--- src/rtl/vend_pkg.sv ---
// Shared types and constants for the vending dispenser output stage:
// FSM states, product/pending encoding and 7-segment patterns.
package vend_pkg;

  typedef enum logic [1:0] {
    IDLE = 2'd0,
    RUN  = 2'd1,
    GAP  = 2'd2
  } state_e;

  typedef enum logic [1:0] {
    NONE   = 2'd0,
    COFFEE = 2'd1,
    SPRITE = 2'd2
  } prod_e;

  // Segment order {g,f,e,d,c,b,a}, active-high.
  localparam logic [6:0] SEG_0 = 7'h3F;
  localparam logic [6:0] SEG_1 = 7'h06;
  localparam logic [6:0] SEG_2 = 7'h5B;
  localparam logic [6:0] SEG_3 = 7'h4F;

endpackage

--- src/rtl/vend_dispenser_seg7_decoder.sv ---
// Combinational decode of the 2-bit credit code into a 7-segment pattern.
// The caller registers the result.
module seg7_decoder
  import vend_pkg::*;
(
  input  logic [1:0] i_code,
  output logic [6:0] o_pattern
);

  always_comb begin
    case (i_code)
      2'd0:    o_pattern = SEG_0;
      2'd1:    o_pattern = SEG_1;
      2'd2:    o_pattern = SEG_2;
      default: o_pattern = SEG_3;
    endcase
  end

endmodule

--- src/rtl/vend_dispenser.sv ---
// Dispenser output stage: turns controller dispense strobes into timed motor
// pulses with a one-deep pending slot, tracks stock, and drives the display.
module vend_dispenser
  import vend_pkg::*;
#(
  parameter int unsigned MOTOR_CYCLES = 8,
  parameter int unsigned GAP_CYCLES   = 2,
  parameter int unsigned STOCK_W      = 4,
  parameter int unsigned STOCK_INIT   = 15
) (
  input  logic               clk,
  input  logic               rst_n,
  input  logic               i_coffee,
  input  logic               i_sprite,
  input  logic [1:0]         i_seg,
  input  logic               i_refill,
  output logic               o_motor_coffee,
  output logic               o_motor_sprite,
  output logic               o_busy,
  output logic               o_reject,
  output logic               o_empty_coffee,
  output logic               o_empty_sprite,
  output logic [STOCK_W-1:0] o_stock_coffee,
  output logic [STOCK_W-1:0] o_stock_sprite,
  output logic [6:0]         o_fnd
);

  localparam int unsigned CNT_MAX = (MOTOR_CYCLES > GAP_CYCLES) ? MOTOR_CYCLES : GAP_CYCLES;
  localparam int unsigned CNT_W   = (CNT_MAX > 1) ? $clog2(CNT_MAX) : 1;
  localparam logic [CNT_W-1:0]   MOTOR_LOAD = CNT_W'(MOTOR_CYCLES - 1);
  localparam logic [CNT_W-1:0]   GAP_LOAD   = CNT_W'(GAP_CYCLES - 1);
  localparam logic [STOCK_W-1:0] STOCK_FULL = STOCK_W'(STOCK_INIT);

  state_e             state_q, state_d;
  prod_e              pend_q, pend_d;
  prod_e              sel_q, sel_d;
  logic [CNT_W-1:0]   cnt_q, cnt_d;
  logic [STOCK_W-1:0] stock_c_q, stock_c_d;
  logic [STOCK_W-1:0] stock_s_q, stock_s_d;
  logic               reject_q, reject_d;
  logic               prev_c_q, prev_s_q;
  logic [6:0]         fnd_q, fnd_d;

  logic  req_c, req_s;
  logic  launch_pt, refill_en, blocked;
  prod_e launch, slot;

  seg7_decoder u_seg7 (
    .i_code    (i_seg),
    .o_pattern (fnd_d)
  );

  assign req_c     = i_coffee & ~prev_c_q;
  assign req_s     = i_sprite & ~prev_s_q;
  assign launch_pt = (state_q == IDLE) || ((state_q == GAP) && (cnt_q == '0));
  assign refill_en = (state_q == IDLE) && (pend_q == NONE) && i_refill;

  // NOTE: every signal written here gets a default first so no latch is inferred.
  always_comb begin
    state_d   = state_q;
    cnt_d     = cnt_q;
    pend_d    = pend_q;
    sel_d     = sel_q;
    stock_c_d = stock_c_q;
    stock_s_d = stock_s_q;
    reject_d  = 1'b0;
    launch    = NONE;
    slot      = pend_q;
    blocked   = 1'b0;

    if (refill_en) begin
      stock_c_d = STOCK_FULL;
      stock_s_d = STOCK_FULL;
    end

    // A pending request is re-checked against stock when it is launched;
    // if it sold out meanwhile it is dropped and the machine falls to IDLE.
    if (launch_pt && (pend_q != NONE)) begin
      if (((pend_q == COFFEE) && (stock_c_q != '0)) ||
          ((pend_q == SPRITE) && (stock_s_q != '0))) begin
        launch = pend_q;
      end else begin
        reject_d = 1'b1;
        blocked  = 1'b1;
      end
      slot = NONE;
    end

    // Coffee is evaluated first so it wins a simultaneous edge.
    if (req_c) begin
      if (stock_c_d == '0)                              reject_d = 1'b1;
      else if (launch_pt && (launch == NONE) && !blocked) launch   = COFFEE;
      else if (slot == NONE)                            slot     = COFFEE;
      else                                              reject_d = 1'b1;
    end
    if (req_s) begin
      if (stock_s_d == '0)                              reject_d = 1'b1;
      else if (launch_pt && (launch == NONE) && !blocked) launch   = SPRITE;
      else if (slot == NONE)                            slot     = SPRITE;
      else                                              reject_d = 1'b1;
    end
    pend_d = slot;

    if (launch != NONE) begin
      state_d = RUN;
      cnt_d   = MOTOR_LOAD;
      sel_d   = launch;
      if ((launch == COFFEE) && (stock_c_d != '0)) stock_c_d = stock_c_d - 1'b1;
      if ((launch == SPRITE) && (stock_s_d != '0)) stock_s_d = stock_s_d - 1'b1;
    end else begin
      case (state_q)
        RUN: begin
          if (cnt_q == '0) begin
            state_d = GAP;
            cnt_d   = GAP_LOAD;
          end else begin
            cnt_d = cnt_q - 1'b1;
          end
        end
        GAP: begin
          if (cnt_q == '0) state_d = IDLE;
          else             cnt_d   = cnt_q - 1'b1;
        end
        default: ;
      endcase
    end
  end

  // NOTE: clocked state uses non-blocking assignments so every flop samples pre-edge values.
  always_ff @(posedge clk or negedge rst_n) begin
    if (!rst_n) begin
      state_q   <= IDLE;
      cnt_q     <= '0;
      pend_q    <= NONE;
      sel_q     <= NONE;
      stock_c_q <= STOCK_FULL;
      stock_s_q <= STOCK_FULL;
      reject_q  <= 1'b0;
      prev_c_q  <= 1'b0;
      prev_s_q  <= 1'b0;
      fnd_q     <= SEG_0;
    end else begin
      state_q   <= state_d;
      cnt_q     <= cnt_d;
      pend_q    <= pend_d;
      sel_q     <= sel_d;
      stock_c_q <= stock_c_d;
      stock_s_q <= stock_s_d;
      reject_q  <= reject_d;
      prev_c_q  <= i_coffee;
      prev_s_q  <= i_sprite;
      fnd_q     <= fnd_d;
    end
  end

  // Motors decode straight from reset flops, so reset drops them without a clock.
  assign o_motor_coffee = (state_q == RUN) && (sel_q == COFFEE);
  assign o_motor_sprite = (state_q == RUN) && (sel_q == SPRITE);
  assign o_busy         = (state_q != IDLE) || (pend_q != NONE);
  assign o_reject       = reject_q;
  assign o_empty_coffee = (stock_c_q == '0);
  assign o_empty_sprite = (stock_s_q == '0);
  assign o_stock_coffee = stock_c_q;
  assign o_stock_sprite = stock_s_q;
  assign o_fnd          = fnd_q;

endmodule

--- config.mk ---
export PLATFORM = sky130hd
export DESIGN_NAME = vend_dispenser
export DESIGN_NICKNAME = d
export VERILOG_FILES = /design/src/rtl/vend_pkg.sv /design/src/rtl/vend_dispenser_seg7_decoder.sv /design/src/rtl/vend_dispenser.sv
export SDC_FILE = /design/constraint.sdc
export NUM_CORES = 1
export LEC_CHECK = 0
export ABC_CLOCK_PERIOD_IN_PS = 2800
export CAP_MARGIN = 25
export CELL_PAD_IN_SITES_DETAIL_PLACEMENT = 0
export CELL_PAD_IN_SITES_GLOBAL_PLACEMENT = 1
export CORE_MARGIN = 2
export CORE_UTILIZATION = 43
export DETAILED_ROUTE_END_ITERATION = 10
export DONT_BUFFER_PORTS = 1
export HOLD_SLACK_MARGIN = 0.02
export PLACE_DENSITY_LB_ADDON = 0.1
export SLEW_MARGIN = 10
export SYNTH_ARGS = -nofsm -noshare
export SYNTH_HDL_FRONTEND = slang
export SYNTH_SLANG_ARGS = --single-unit
--- constraint.sdc ---
create_clock -name clk -period 2.8 [get_ports clk]
set_input_delay 0.56 -clock clk [delete_from_list [all_inputs] [get_ports clk]]
set_output_delay 0.56 -clock clk [all_outputs]
set_load 0.02 [all_outputs]
### Yosys cells after proc, flatten, opt, wreduce, memory -nomap -nowiden

Cells that the tools add are included.

* add/subtract/negate cells: 3
* equal/unequal tests: 13
* multiplexer cells: 42
* bitwise operators: 4
* reductions and logical operators: 40

Operator list (count)
* 2-to-1 mux 2 bit: 20
* 2-to-1 mux 4 bit: 6
* case mux 7 bit (3 select lines): 1
* logical NOT 4 bit: 4
* nonzero test 4 bit: 4
* logical AND 1 bit: 14
* logical NOT 2 bit: 7
* equality test 2 x 1 -> 1 bit (second input constant): 5
* equality test 2 bit (second input constant): 5
* 2-to-1 mux 1 bit: 10
* 2-to-1 mux 3 bit: 3
* subtractor 4 x 1 -> 4 bit (second input constant): 2
* case mux 3 bit (2 select lines): 1
* nonzero test 2 bit: 3
* case mux 2 bit (2 select lines): 1
* logical NOT 3 bit: 1
* logical OR 1 bit: 3
* inequality test 3 x 1 -> 1 bit (second input constant): 1
* inequality test 3 x 2 -> 1 bit (second input constant): 1
* inequality test 3 bit (second input constant): 1
* AND reduction 3 bit: 1
* nonzero test 3 bit: 1
* subtractor 3 x 1 -> 3 bit (second input constant): 1
* AND 1 bit: 2
* 3 further kinds: 4

* flip-flop bits (word level): 27
* bits of input ports: 7
* output and inout bits: 21
* logic and storage cells: 112

### Logic depth before layout (Yosys ltp)

* depth after elaboration: 21
* gate-level depth with buffers: 11
* gate-level depth less buffers: 9

### By module

Synthesis repeated with hierarchy kept, for this count alone.

* cells, all modules: 145
* area, all modules: 1447.6 sq um

By module, submodules not included
* vend_dispenser: times used 1, cells each 137, area an instance 1405.1 sq um, sequential area each 693.2 sq um
* seg7_decoder: times used 1, cells each 8, area an instance 42.5 sq um, sequential area each 0.0 sq um

### Least setup slack after synthesis

OpenSTA, ideal clock, no wires.

* path kind: input to register
* start: input port i_refill
* end: register stock_s_q[3] (netlist: o_stock_sprite[3])
* setup time: 0.085 ns
* data arrival time: 2.631 ns
* data required time: 2.715 ns
* slack: 0.084 ns
* stages on the path: 9
* buffers on the path: 1
* path through: and2_1 -> buf_2 -> nor2_1 -> ha_1 -> or3b_1 -> o211a_1 -> or4b_4 -> a2111oi_2 -> o21ai_1

* word-level cells in the longest chain between the ends: 15
* elaborated cells between the ends (all ways): 20
* classes of those cells: add/sub: 1; eq/ne: 1; mux: 9; reduce/logical: 9

RTL lines
* start, declared: line vend_dispenser.sv:16 `input logic i_refill,`
* logical AND 1 bit (*): line vend_dispenser.sv:56 `assign refill_en = (state_q == IDLE) && (pend_q == NONE) && i_refill;`
* 2-to-1 mux 4 bit: line vend_dispenser.sv:71 `if (refill_en) begin`
* logical NOT 4 bit: line vend_dispenser.sv:91 `if (stock_c_d == '0) reject_d = 1'b1;`
* 2-to-1 mux 2 bit: line vend_dispenser.sv:91
* 2-to-1 mux 2 bit: line vend_dispenser.sv:90 `if (req_c) begin`
* logical NOT 2 bit: line vend_dispenser.sv:98 `else if (launch_pt && (launch == NONE) && !blocked) launch = SPRITE;`
* logical AND 1 bit (2 in a row): line vend_dispenser.sv:98
* 2-to-1 mux 2 bit: line vend_dispenser.sv:98
* 2-to-1 mux 2 bit: line vend_dispenser.sv:97 `if (stock_s_d == '0) reject_d = 1'b1;`
* 2-to-1 mux 2 bit: line vend_dispenser.sv:96 `if (req_s) begin`
* equality test 2 bit: line vend_dispenser.sv:109 `if ((launch == SPRITE) && (stock_s_d != '0)) stock_s_d = stock_s_d - 1'b1;`
* logical AND 1 bit: line vend_dispenser.sv:109
* 2-to-1 mux 4 bit: line vend_dispenser.sv:109
* 2-to-1 mux 4 bit (*): line vend_dispenser.sv:104 `if (launch != NONE) begin`
* net stock_s_d[3]: line vend_dispenser.sv:39 `logic [STOCK_W-1:0] stock_s_q, stock_s_d;`
* end signal, assigned: line vend_dispenser.sv:148 `stock_s_q <= stock_s_d;`
* end, declared: line vend_dispenser.sv:39

The timed path passes the listed nets; every way through them passes the cells marked *.
A chain may end at the register's enable or synchronous reset.

### Worst setup path in the final report

* start: register state_q[1]
* end: register stock_s_q[3] (netlist: o_stock_sprite[3])

* word-level cells in the longest chain between the ends: 21
* elaborated cells between the ends (all ways): 33
* classes of those cells: add/sub: 1; eq/ne: 2; mux: 12; reduce/logical: 18

RTL lines
* start, declared: line vend_dispenser.sv:34 `state_e state_q, state_d;`
* start signal, assigned: line vend_dispenser.sv:143 `state_q <= state_d;`
* equality test 2 bit: line vend_dispenser.sv:55 `assign launch_pt = (state_q == IDLE) || ((state_q == GAP) && (cnt_q == '0));`
* logical AND 1 bit: line vend_dispenser.sv:55
* logical OR 1 bit: line vend_dispenser.sv:55
* logical AND 1 bit: line vend_dispenser.sv:78 `if (launch_pt && (pend_q != NONE)) begin`
* 2-to-1 mux 2 bit: line vend_dispenser.sv:78
* logical NOT 2 bit: line vend_dispenser.sv:92 `else if (launch_pt && (launch == NONE) && !blocked) launch = COFFEE;`
* logical AND 1 bit (2 in a row): line vend_dispenser.sv:92
* 2-to-1 mux 2 bit: line vend_dispenser.sv:92
* (+5 left out)
* 2-to-1 mux 2 bit: line vend_dispenser.sv:98
* 2-to-1 mux 2 bit: line vend_dispenser.sv:97
* 2-to-1 mux 2 bit: line vend_dispenser.sv:96
* equality test 2 bit: line vend_dispenser.sv:109
* logical AND 1 bit: line vend_dispenser.sv:109
* 2-to-1 mux 4 bit: line vend_dispenser.sv:109
* 2-to-1 mux 4 bit (*): line vend_dispenser.sv:104
* net stock_s_d[3]: line vend_dispenser.sv:39

Marked as above.

==> results.ini <==
[clock_network]
post_cts_buffers = 0
numCtsBuffers = 3
root_buffer = clkbuf_4
cts_tree = done
clock_sinks = 25
clk_pin_slew_ns = 0.15
ctsLongestPathBuffers = 2
cts_max_level = 1
clk_latency_ns = 0.33

[worst_setup_path]
path_max_fanout = 5
cp.required_ns = 3.08
crit_arrival_ns = 2.97
setup.worst_path.start_class = flip-flop
r2r_slack_ns = 0.11
criticalPathCategory = flip-flop to flip-flop
reg2reg_from = state_q[1]$_DFFE_PN0P_
rr_endpoint = o_stock_sprite[3]$_DFF_PN1_
reg2reg_depth = 9
worstSetupEndpoint = o_stock_sprite[3]$_DFF_PN1_
crit_start = state_q[1]$_DFFE_PN0P_
end_kind = flip-flop

[floorplan]
fp-row-count = 21
die_w_um = 62.0
dieArea_um2 = 3840
die-height_um = 62.0
initial_core_util = 0.440
coreArea_um2 = 3280
num_io_pins = 28

[synthesis]
synth_seq_area_share = 0.443
async_flop_share = 1.00
syn_inst = 148
yosys_most_used_dff = dfrtp_1
avgSynthCellArea_um2 = 9.77
ys_types = 48
synth-edff-count = 0
yosysTopAreaCellShare = 0.225
synth.net_count = 159
ys_warn_count = 0
synth.area.top_cells = dfrtp_1 22%, dfstp_2 22%, mux2i_1 4.2%, nand2_1 3.9%, nor2_1 3.9%
synth_top_area_cell = dfrtp_1
synth_area_um2 = 1450
ys_ff_latch = 25

[status]
status = completed

[power]
seqPwrFrac = 0.459
swShare = 0.445
combPwrFrac = 0.436
ir_worst_vdd_mv = 0.510
power_density_nw_per_um2 = 1020
internal_power_uw = 923
netSwitchingPower_uw = 739
total_power_mw = 1.66
leakagePower_nw = 0.651
clkPwrFrac = 0.105

[routing]
routedWlPerCell_um = 15.3
drtAntennaViolNets = 0
via_per_inst = 5.54
drcViolationCount = 0
vias = 1124
drtPass1Iterations = 4
wl_um = 3100
drt_iter0_drc = 54

[sta]
fin_crit_sh = 0.959
skew_ns = 0.00751
setup-violations-final = 0
timing.fmax_mhz = 372
period_minus_slack_ns = 2.69
worst_slew_pin_slew_ns = 0.649
finalHoldViolCount = 0
max_slew_margin = 0.566
drv_slew = 0
fin_hold_ws_ns = 0.0421

[grt]
gr-usage-met1 = 0.270
grt_use_met3 = 0.0228
grt_pass1_vias = 1003
grt_busiest_layer = met1
grt_pass1_wl_um = 4940
antenna_found_initial = 0
gr-usage-met2 = 0.250
grtUsageTotal = 0.176
grt_start_max_net_pins = 16
grt-ovfl-total = 0

[placed_design]
dp.final_hpwl_um = 2200
place_area_um2 = 1560
portBuffers = 0
gp_congestion = 0.773

[layout]
seqCellArea_um2 = 641
finalCoreUtilization = 0.498
finish.instance_area_um2 = 1630
final_common_cell = nand2_1
multi_input_area_um2 = 772
drive_gt1_frac = 0.255
fin_nets = 169
layout_common_cells = 15 x nand2_1, 13 x nor2_1, 13 x dfrtp_1, 13 x buf_4, 12 x dfstp_2
diodes = 0
synthToLayoutAreaGrowth_pct = 13.0
fill_cells = 318

[flow_run]
maxCapViolCount = 0

[min_path]
min_path_type = primary input to async pin

## worst max-delay path: stages (launching register included)
cell,delay [ns]
dfrtp_1,0.43
nor4_4,0.06
and2_2,0.24
nor2_2,0.13
ha_1,0.18
or3b_1,0.40
o211a_1,0.26
or4b_4,0.54
a2111oi_4,0.32
o21ai_1,0.09
## logic make-up (layout without fill, tap and decap cells)
kind of cell / count (synthesis) / after routing / share of synthesized area
AO/OA/AOI/OAI: 33 / 33 / 0.162
AND/OR/NAND/NOR: 57 / 57 / 0.232
buffers and inverters: 16 / 25 / 0.0484
multiplexers: 6 / 6 / 0.0415
other: 1 / 1 / 0.00259
adder cells (fa/ha/maj): 4 / 4 / 0.0346
XOR/XNOR: 6 / 6 / 0.0363
flip-flops: 25 / 25 / 0.443
## worst min-delay path by stage
stage                                      end  slack, ns
final                       o_fnd[3]$_DFF_PN1_       0.04
after global routing        o_fnd[3]$_DFF_PN1_       0.02
after CTS                   o_fnd[5]$_DFF_PN1_       0.04
after detailed placement  cnt_q[2]$_DFFE_PN0P_       0.27
after global placement    cnt_q[2]$_DFFE_PN0P_       0.27
after floorplan           cnt_q[0]$_DFFE_PN0P_       0.26
## routing by layer
layer  part of all wire  vias up  wire, um
met2               0.46       28      1420
li1                   -      545         -
met1               0.49      547      1510
met4              0.013        0        41
met3              0.042        4       129
met5                  0        -         0
## metrics by stage
step                      std cells  worst slack, ns  TNS (ns)
after floorplan                 148           0.0844         0
after global placement          198            0.119         0
after detailed placement        198           0.0454         0
after CTS                       203           0.0743         0
after global routing            203         -0.00400  -0.00400
final                           203            0.113         0
## cells in the mapped netlist, types with 2 or more instances
cell type  instances
a22oi_1            2
a2111oi_2          2
clkbuf_1           4
o211ai_1           2
dfstp_2           12
buf_2              2
ha_1               4
nand2_1           15
mux2i_1            6
a21o_1             2
inv_1              7
buf_4              2
xnor2_1            4
dfrtp_1           13
or3_1              2
nor2b_1            3
o21ai_0            7
nor2_1            15
nor3b_1            2
xor2_1             2
nor4bb_1           2
a21oi_1            8
nor4_1             3
nand2b_1           3
## final cells by class
class / count / area share
well taps: 46 / 0.0352
multi-input cells: 107 / 0.472
clock inverters: 1 / 0.00459
flip-flops and latches: 25 / 0.392
clock buffers: 3 / 0.0138
repair buffers: 14 / 0.0658
inverters: 7 / 0.0161
## sequential cells by signal, indices dropped and copies added (netlist names)
name and flops:
cnt_q 3, o_fnd 5, o_reject 1, o_stock_coffee 4, o_stock_sprite 4, pend_q 2, prev_c_q 1, prev_s_q 1
sel_q 2, state_q 2
## power by group through the flow
stage	clock network, mW	registers [mW]	logic, mW
2_1_floorplan	0	0.721	0.560
3_3_place_gp	0	0.759	0.694
3_5_place_dp	0	0.761	0.706
4_1_cts	0.182	0.754	0.718
5_1_grt	0.194	0.785	0.821
6_report	0.175	0.763	0.724
## timing repair
| action | 4_1_cts | 5_1_grt |
|---|---|---|
| gates resized for setup | 0 | 6 |
| hold buffers | 1 | 0 |
| setup endpoints to repair | 0 | 3 |
| hold endpoints to repair | 13 | 0 |
No activity file was read; power rests on OpenSTA's default activity.
